### src/rtl/sub_serial_pkg.sv
// Shared types and constants for the digit-serial subtractor.
package sub_serial_pkg;

  // Width of one processed digit in bits.
  localparam int DIGIT_W = 4;

  // Control states of the serial subtractor.
  typedef enum logic [1:0] {
    IDLE = 2'd0,
    RUN  = 2'd1,
    DONE = 2'd2
  } state_t;

  // Width of the digit counter for a given operand width; never below 1 bit.
  function automatic int cnt_width(input int width);
    int ndig;
    ndig = width / DIGIT_W;
    return (ndig <= 2) ? 1 : $clog2(ndig);
  endfunction

endpackage

### src/rtl/sub_4bit.sv
// One 4-bit subtract slice: {bout, d4} = x4 - y4 - bin.
module sub_4bit
  import sub_serial_pkg::*;
(
  input  logic [DIGIT_W-1:0] x4,
  input  logic [DIGIT_W-1:0] y4,
  input  logic               bin,
  output logic [DIGIT_W-1:0] d4,
  output logic               bout
);

  logic [DIGIT_W:0] full;

  // One extra bit on the left catches the borrow as the sign of the difference.
  always_comb begin
    full = {1'b0, x4} - {1'b0, y4} - {{DIGIT_W{1'b0}}, bin};
    d4   = full[DIGIT_W-1:0];
    bout = full[DIGIT_W];
  end

endmodule

### src/rtl/sub_128bit_serial.sv
// Digit-serial unsigned subtractor: diff = a - b, one 4-bit digit per clock,
// least significant digit first, with a start/busy/done handshake.
// WIDTH must be a multiple of 4 and at least 8.
module sub_128bit_serial
  import sub_serial_pkg::*;
#(
  parameter int WIDTH = 128
) (
  input  logic             clk,
  input  logic             rst_n,
  input  logic             start,
  input  logic [WIDTH-1:0] a,
  input  logic [WIDTH-1:0] b,
  output logic             busy,
  output logic             done,
  output logic [WIDTH-1:0] diff,
  output logic             borrow
);

  localparam int NDIG  = WIDTH / DIGIT_W;
  localparam int CNT_W = cnt_width(WIDTH);
  localparam logic [CNT_W-1:0] LAST_DIG = CNT_W'(NDIG - 1);

  state_t state_q, state_d;

  logic [WIDTH-1:0]   ra, rb;   // operands, consumed from the low end
  logic               bi;       // borrow carried between digits
  logic [CNT_W-1:0]   cnt;      // index of the digit being processed
  logic [DIGIT_W-1:0] dig;
  logic               bo;

  sub_4bit u_slice (
    .x4   (ra[DIGIT_W-1:0]),
    .y4   (rb[DIGIT_W-1:0]),
    .bin  (bi),
    .d4   (dig),
    .bout (bo)
  );

  // State register.
  // NOTE: sequential state uses non-blocking assignments so every flop samples
  // pre-edge values regardless of process ordering.
  always_ff @(posedge clk) begin
    if (!rst_n) state_q <= IDLE;
    else        state_q <= state_d;
  end

  // Next-state logic; start only matters in IDLE.
  // NOTE: state_d gets a default before the case so no path leaves it
  // unassigned, which would infer a latch.
  always_comb begin
    state_d = state_q;
    unique case (state_q)
      IDLE:    if (start) state_d = RUN;
      RUN:     if (cnt == LAST_DIG) state_d = DONE;
      DONE:    state_d = IDLE;
      default: state_d = IDLE;
    endcase
  end

  assign busy = (state_q == RUN);
  assign done = (state_q == DONE);

  // Operand capture, digit-serial datapath and result shift register.
  // NOTE: the operand and result registers are cleared by reset on purpose so
  // diff/borrow read zero after reset and an aborted operation leaves no
  // residue; they are ordinary flops, not a RAM, so reset costs nothing odd.
  always_ff @(posedge clk) begin
    if (!rst_n) begin
      ra     <= '0;
      rb     <= '0;
      bi     <= 1'b0;
      cnt    <= '0;
      diff   <= '0;
      borrow <= 1'b0;
    end else begin
      unique case (state_q)
        IDLE: begin
          if (start) begin
            ra  <= a;
            rb  <= b;
            bi  <= 1'b0;
            cnt <= '0;
          end
        end
        RUN: begin
          ra   <= ra >> DIGIT_W;
          rb   <= rb >> DIGIT_W;
          diff <= {dig, diff[WIDTH-1:DIGIT_W]};
          bi   <= bo;
          cnt  <= cnt + CNT_W'(1);
          if (cnt == LAST_DIG) borrow <= bo;
        end
        default: ;
      endcase
    end
  end

endmodule
### config.mk
export PLATFORM = sky130hd
export DESIGN_NAME = sub_128bit_serial
export DESIGN_NICKNAME = d
export VERILOG_FILES = /design/src/rtl/sub_serial_pkg.sv /design/src/rtl/sub_4bit.sv /design/src/rtl/sub_128bit_serial.sv
export SDC_FILE = /design/constraint.sdc
export NUM_CORES = 1
export LEC_CHECK = 0
export CAP_MARGIN = 20
export CORE_MARGIN = 2
export CORE_UTILIZATION = 45
export DETAILED_ROUTE_END_ITERATION = 6
export GPL_TIMING_DRIVEN = 0
export HOLD_SLACK_MARGIN = 0.06
export PLACE_DENSITY = 0.73
export SETUP_SLACK_MARGIN = 0.2
export SLEW_MARGIN = 25
export SYNTH_ARGS = -nofsm -noshare
export SYNTH_HDL_FRONTEND = slang
export SYNTH_SLANG_ARGS = --single-unit
### constraint.sdc
create_clock -name clk -period 2.9 [get_ports clk]
set_input_delay 0.29 -clock clk [delete_from_list [all_inputs] [get_ports clk]]
set_output_delay 0.29 -clock clk [all_outputs]
set_load 0.05 [all_outputs]
# Word-level counts from Yosys, hierarchy flattened
# Index checks and enable logic that the tools add are counted.
# classes
addsub	3
n_eq_ne	5
n_mux	11
n_reduce_logical	5
# ops
cell	count
$pmux 128 s2	2
$mux 128	2
$pmux 5 s2	1
$reduce_and 2->1	3
$add 5x1->5 const B	1
$eq 5x5->1 const B	1
$mux 5	1
$sub 4x4->5	1
$sub 5x1->5	1
$mux 2	2
$pmux 2 s2	1
$eq 2x1->1 const B	1
$eq 2x2->1 const B	1
$logic_not 2->1	1
$ne 2x1->1 const B	1
$ne 2x2->1 const B	1
$pmux 1 s2	1
$reduce_bool 2->1	1
$mux 1	1
# totals
reg_bits	393
elab_cells	31

# Longest topological paths before layout
# Gate-level depths: netlist of run 1.
# depth
ltp_word	3
ltp_mapped	9
depth_no_buf	9

# Cells and area by module
# Synthesis of run 1 repeated with hierarchy kept, for this count alone.
# hier_totals
hier_cells	2058
hier_area_um2	18107.4
# by_module_without_submodules
module	instances	cells_per_inst	area_per_inst_um2	seq_area_each_um2
sub_128bit_serial	1	2031	17890.9	7867.5
sub_4bit	1	27	216.5	0.0

# Least setup slack after synthesis of run 1
# No wires, ideal clock.
# synth_timing
path_type	register to register
start	register rb[0]
end	register borrow
setup_time_ns	0.091
arrival_ns	2.061
t_required_ns	2.809
slack_ns	0.748
path_stages_with_launch	10
n_path_buf	0
period_less_slack_ns	2.152
path_cell_list	dfxtp_1 > inv_1 > fa_1 > inv_1 > ha_1 > nor2_1 > fa_1 > and3b_1 > a2bb2oi_1 > a311oi_1
# synth_between
elab_chain_len	2
# synth_lines
element	line_no	rtl
start: declaration	sub_128bit_serial.sv:26	logic [WIDTH-1:0] ra, rb;
start signal: assignment	sub_128bit_serial.sv:88	rb <= rb >> DIGIT_W;
$sub 4x4->5	sub_4bit.sv:16	full = {1'b0, x4} - {1'b0, y4} - {{DIGIT_W{1'b0}}, bin};
$sub 5x1->5	sub_4bit.sv:16	
end signal: assignment	sub_128bit_serial.sv:92	if (cnt == LAST_DIG) borrow <= bo;
end: declaration	sub_128bit_serial.sv:17	output logic borrow
# No other way between the ends.
# A chain may end at the register's enable or synchronous reset.

# Worst setup path after layout of run 1
# layout_timing
start	register state_q[0]
end	output port busy
# layout_between
elab_chain_len	1
# layout_lines
element	line_no	rtl
start: declaration	sub_128bit_serial.sv:24	state_t state_q, state_d;
start signal: assignment	sub_128bit_serial.sv:45	else state_q <= state_d;
$eq 2x1->1	sub_128bit_serial.sv:61	assign busy = (state_q == RUN);
end: declaration	sub_128bit_serial.sv:14	output logic busy,
# No other way between the ends.

==> impl_metrics.json, run 1 <==
{
  "outcome": "finished, final reports clean",
  "grt_pass1_wl_um": 84600,
  "cts_setup_buffers": 0,
  "num-fill-cells": 3490,
  "met3_wirelength_um": 3730,
  "antenna_found_initial": 9,
  "synthTopCellsByCount": "dfxtp_1 (393), a21oi_1 (375), nor2_1 (264), nand2_1 (251), nor2b_1 (250)",
  "synthCells": 2057,
  "cts_made_buffers": 43,
  "skew_ps": 9.65,
  "min_period_ps": 2550,
  "gr-usage-all-layers": 0.254,
  "viasPerCell": 5.47,
  "ys_top_cells_by_area": "dfxtp_1 (45%), o221a_2 (13%), a21oi_1 (11%)",
  "synth.distinct_cells": 37,
  "yosysWarnings": 0,
  "cp_data_required_time_ps": 2610,
  "crit_path_start_kind": "flip-flop",
  "syn-num-nets": 2326,
  "yosysTopAreaCell": "dfxtp_1",
  "post-route-period-util": 0.880,
  "hold_class": "in -> reg",
  "die_x_um": 201,
  "cp-end-kind": "output port",
  "top_layer": "met5",
  "maxCapViolCount": 0,
  "worst_pin_slew_ps": 757,
  "synth_ff_type": "dfxtp_1",
  "met2RoutedLength_um": 25200,
  "port_buffers": 388,
  "ff2ff_setup_slack_ps": 600,
  "drt_pass1_iterations": 7,
  "path_clk_slew_ps": 60,
  "drv_slew": 0,
  "synth-seq-cells": 393,
  "setup_viol": 0,
  "crit_type": "reg -> out",
  "die_area_um2": 40500,
  "synth_edf_count": 0,
  "maxSlewHeadroom": 0.495,
  "avgSynthCellArea_um2": 8.52,
  "cts_tree": "done",
  "worstPathMaxFanout": 10,
  "routedWlPerCell_um": 17.6,
  "worstPathArrival_ps": 2260,
  "gp_congestion": 0.887,
  "start_util": 0.454,
  "grt_max_degree": 14,
  "core_um2": 38600,
  "ios": 390,
  "cts-root-buf": "clkbuf_16",
  "leakage_uw": 0.00897,
  "dp_cells": 2963,
  "dp_hpwl_um": 39000,
  "fin_cells": 3045,
  "fin_nets": 2759,
  "r2r_cells": 9,
  "h-tree-depth": 2,
  "synth_top_cell_area_share": 0.449,
  "grt_overflow_total": 0,
  "async_flop_share": 0,
  "syn_to_final_growth_pct": 34.1,
  "reg2reg_from": "rb[0]",
  "grt_pass1_vias": 16400,
  "clk_latency_ps": 550,
  "wirelength_um": 53700,
  "synthMostInstantiatedCell": "dfxtp_1",
  "die_y_um": 201,
  "wl_met1_um": 23000,
  "cts.path.max_buffers": 3,
  "cp-endpoint": "busy",
  "rsz0062_at_grt": "no",
  "fmax_mhz": 392,
  "tns_ps": 0,
  "cp-startpoint": "state_q[0]",
  "clock_sinks": 393,
  "drcViolationCount": 0,
  "vdd_drop_max_uv": 356,
  "drive_gt1_frac": 0.154,
  "synth_seq_area_share": 0.449,
  "synth_area_um2": 17500,
  "hold_violations": 0,
  "drt_iter0_markers": 930,
  "hold-path-cell-count": 4,
  "r2r-end": "borrow",
  "antenna_left": 0,
  "rows": 72,
  "hold_buffers": 0,
  "vias": 16700,
  "p_per_area_nw_per_um2": 584
}
## power by group
group / internal, uW / switching [uW] / total [uW]
registers: 5770 / 218 / 5990
clock network: 3360 / 2180 / 5530
logic: 1120 / 1090 / 2210
## layer usage
layer / vias to the layer above / GRT usage
met5: - / 0
met4: 4 / 0.0914
met3: 115 / 0.0552
li1: 8090 / -
met1: 7890 / 0.320
met2: 569 / 0.429
## cells by family (layout without fill, tap and decap cells)
family / Yosys count / count (layout) / share of synthesized area
AOI/OAI and AO/OA: 649 / 649 / 0.278
xor gates and xnor gates: 2 / 2 / 0.00100
adders and majority gates: 10 / 10 / 0.00800
buffers and inverters: 224 / 688 / 0.0587
DFF: 393 / 393 / 0.449
other: 0 / 6 / 0
and+or+nand+nor: 779 / 779 / 0.206
## layout by cell type (no fill, tap or decap), types with 2 or more instances in the layout
master             n
a211oi_1           4
a21oi_1          375
a22oi_1           10
and3_1             4
buf_2            101
buf_4             10
buf_6              3
bufinv_16          3
clkbuf_1         109
clkbuf_16         45
clkbuf_4           2
clkbuf_8          10
clkdlybuf4s50_1  386
clkinv_2           4
dfxtp_1          393
diode_2            6
fa_1               2
ha_1               8
inv_1             11
nand2_1          251
nand3_1            3
nor2_1           264
nor2b_1          250
o21a_1             2
o21ai_0            3
o221a_1           43
o221a_2          205
xnor2_1            2
## worst min path at each step
stage | from | endpoint | slack [ps]
final | start | cnt[4] | 370
after global routing | a[126] | ra[126] | 370
after detailed placement | diff[2] | diff[2] | 450
after global placement | diff[3] | diff[3] | 450
after floorplan | bi | bi | 450
after CTS | start | cnt[4] | 340
## per-stage QoR
step                      power (uW)  instance area, um^2  worst slack (ps)   util  hold WS [ps]
after global routing           14300                23500               215  0.609           366
final                          13700                23500               348  0.609           365
after floorplan                 7460                17500               748      -           446
after CTS                      13800                23500              84.4  0.609           341
after detailed placement        8280                22100               254  0.572           450
after global placement          8230                22100               246  0.572           445
## flip-flops by register name, summed over array words and instances (netlist names)
register and flops:
diff 128, cnt 5, rb 128, state_q 2, ra 128, bi 1
borrow 1
## worst max-delay path: stages (launching register included)
cell	delay, ps
dfxtp_1	320
buf_6	130
nand2b_1	90
inv_1	130
clkbuf_1	390
clkdlybuf4s15_1	640
## what timing repair did
| action | in CTS | in global routing |
|---|---|---|
| endpoints found under the hold margin | 0 | 0 |
| gates resized for setup | 4 | 5 |
| setup endpoints to repair | 2 | 2 |
## cell type report
| cell class | instances | area [um^2] | share of cell area |
|---|---|---|---|
| antenna | 6 | 15.0 | 0.000639 |
| buffer | 212 | 988 | 0.0421 |
| clock buffer | 68 | 1310 | 0.0559 |
| clock inverter | 8 | 118 | 0.00500 |
| inverter | 12 | 45.0 | 0.00192 |
| multi-input combinational | 1440 | 8630 | 0.367 |
| sequential | 393 | 7870 | 0.335 |
| tap | 518 | 648 | 0.0276 |
| timing repair buffer | 388 | 3880 | 0.165 |
Note: power is estimated with default switching activity, not from simulation.
==> run 2: changes to the inputs <==
Settings changed: GPL_TIMING_DRIVEN 0 to 1.
Clock period 2.9 ns to 2.45 ns, I/O delays scaled along.
==> run 2 against run 1 <==
Critical path depth increased by 4. Setup slack got worse by 56 ps. Final area decreased by 2.3%. Highest routed layer unchanged. Sequential power increased by 18%. Core utilization decreased by 1.4 points. Global-route usage decreased by 3.0 points. Register-to-register slack got worse by 310 ps. Largest cell class unchanged. Flip-flop and latch count unchanged.
==> impl_metrics.json, run 2 (synthesized netlist as in run 1, its figures left out) <==
{
  "outcome": "finished, final reports clean",
  "cp-startpoint": "bi",
  "vdd_drop_max_uv": 439,
  "cts_tree": "done",
  "post-route-period-util": 0.881,
  "worst_pin_slew_ps": 793,
  "grt_pass1_wl_um": 76500,
  "cts.path.max_buffers": 3,
  "leakage_uw": 0.00858,
  "path_cells": "inv_1 > fa_1 > inv_1 > ha_1 > nor2_1 > fa_2 > and3b_1 > a2bb2oi_2 > a311oi_1",
  "path_clk_slew_ps": 60,
  "gr-usage-all-layers": 0.224,
  "final_cell_mix": "dfxtp_1 (389), clkdlybuf4s50_1 (385), a21oi_1 (375), nor2_1 (264), nand2_1 (251)",
  "antenna_found_initial": 7,
  "drv_slew": 0,
  "rows": 72,
  "drive_gt1_frac": 0.135,
  "core_um2": 38600,
  "clock_sinks": 393,
  "cp-end-kind": "flip-flop",
  "min_from": "rst_n",
  "cts_setup_buffers": 0,
  "dp_hpwl_um": 30700,
  "wirelength_um": 48100,
  "skew_ps": 11.9,
  "h-tree-depth": 2,
  "fin_nets": 2577,
  "syn_to_final_growth_pct": 31.0,
  "vias": 15800,
  "whs_ps": 206,
  "drt_pass1_iterations": 5,
  "maxSlewHeadroom": 0.471,
  "port_buffers": 389,
  "worstPathArrival_ps": 2600,
  "cp_slowest_cell": "fa_1",
  "clk_latency_ps": 540,
  "p_per_area_nw_per_um2": 704,
  "critPathMaxStageDelay_ps": 470,
  "drt_iter0_markers": 1090,
  "fmax_mhz": 463,
  "worstPathMaxFanout": 3,
  "crit_top_cell": "inv_1",
  "cts-root-buf": "clkbuf_16",
  "grt_max_degree": 201,
  "cp_data_required_time_ps": 2890,
  "grt_overflow_total": 0,
  "viasPerCell": 5.53,
  "routedWlPerCell_um": 16.8,
  "num-fill-cells": 3453,
  "hold_buffers": 0,
  "crit_type": "reg -> reg",
  "die_x_um": 201,
  "hold_class": "in -> reg",
  "min_period_ps": 2160,
  "die_area_um2": 40500,
  "gp_congestion": 0.858,
  "drcViolationCount": 0,
  "layout_commonest_cell": "dfxtp_1",
  "rsz0062_at_grt": "no",
  "maxCapViolCount": 0,
  "setup_viol": 0,
  "start_util": 0.454,
  "largestRegisters": "diff x128, ra x128, rb x128",
  "hold_violations": 0,
  "tns_ps": 0,
  "reg2reg_from": "bi",
  "cts_made_buffers": 43,
  "die_y_um": 201,
  "grt_pass1_vias": 14900,
  "crit_path_start_kind": "flip-flop",
  "ios": 390,
  "antenna_left": 0
}
## run 2: cell types whose count changed in the layout (fill, tap and decap cells not counted), sizes merged
cell           delta
clkdlybuf4s15     -1
buf              -83
diode             -2
clkbuf           -99
clkdlybuf4s50     -1
## run 2: path summary, 6_finish.rpt
path                            depth (start not counted)  slack (ps)  endpoint
worst max register to register                          9         290    borrow
worst min-delay path                                    3         210   rb[124]
worst min register to register                          2         460   diff[3]
worst max-delay path                                    9         290    borrow
## run 2: stage by stage
stage,utilization,cell area [um^2],total power (uW),cells,worst slack (ps)
global route,0.595,23000,16800,2858,210
global placement,0.557,21500,9590,2781,203
detailed placement,0.557,21500,9650,2781,175
floorplan,-,17500,8840,2057,298
finish,0.595,23000,16200,2859,292
CTS,0.595,22900,16300,2855,230
## run 2: cell type report
cell class,count,area (um^2),share of cell area
multi-input cells,1440,8640,0.376
flip-flops and latches,393,7880,0.343
repair buffers,418,4270,0.186
clock buffers,66,1340,0.0582
well taps,518,648,0.0282
clock inverters,8,118,0.00512
inverters,12,50.0,0.00218
diodes,4,10.0,0.000436
## run 2: layer usage
layer  up-vias  part of all wire  track usage
li1       7716                 -            -
met1      7582              0.44        0.295
met2       444              0.47        0.367
met3        73             0.066       0.0522
met4         2             0.024       0.0654
met5         -           0.00027            0
## run 2: worst max-delay path: cells and delay by family, from the launching register on
kind                     cells  cell delay (ps)
AO/OA/AOI/OAI                2              400
adder cells (fa/ha/maj)      3              980
buffers and inverters        2              120
flip-flops                   1              320
AND/OR/NAND/NOR              2              250
## run 2: where the power goes
group / total, uW / switching (uW) / internal, uW / leakage, uW
Combinational: 2450 / 1180 / 1270 / 0.00463
Sequential: 7090 / 256 / 6830 / 0.00324
Clock: 6610 / 2560 / 4050 / 0.000715
Total: 16200 / 4000 / 12200 / 0.00858
## run 2: what timing repair did
action / 4_1_cts / 5_1_grt
resized for setup: 1 / 3
setup endpoints to repair: 1 / 2
pin swaps: 0 / 3
==> run 3: changes to the inputs <==
Settings changed: SKIP_LAST_GASP from default to 1.
==> results of run 3 <==
The final DEF is identical to that of run 2; final timing and power are the same.
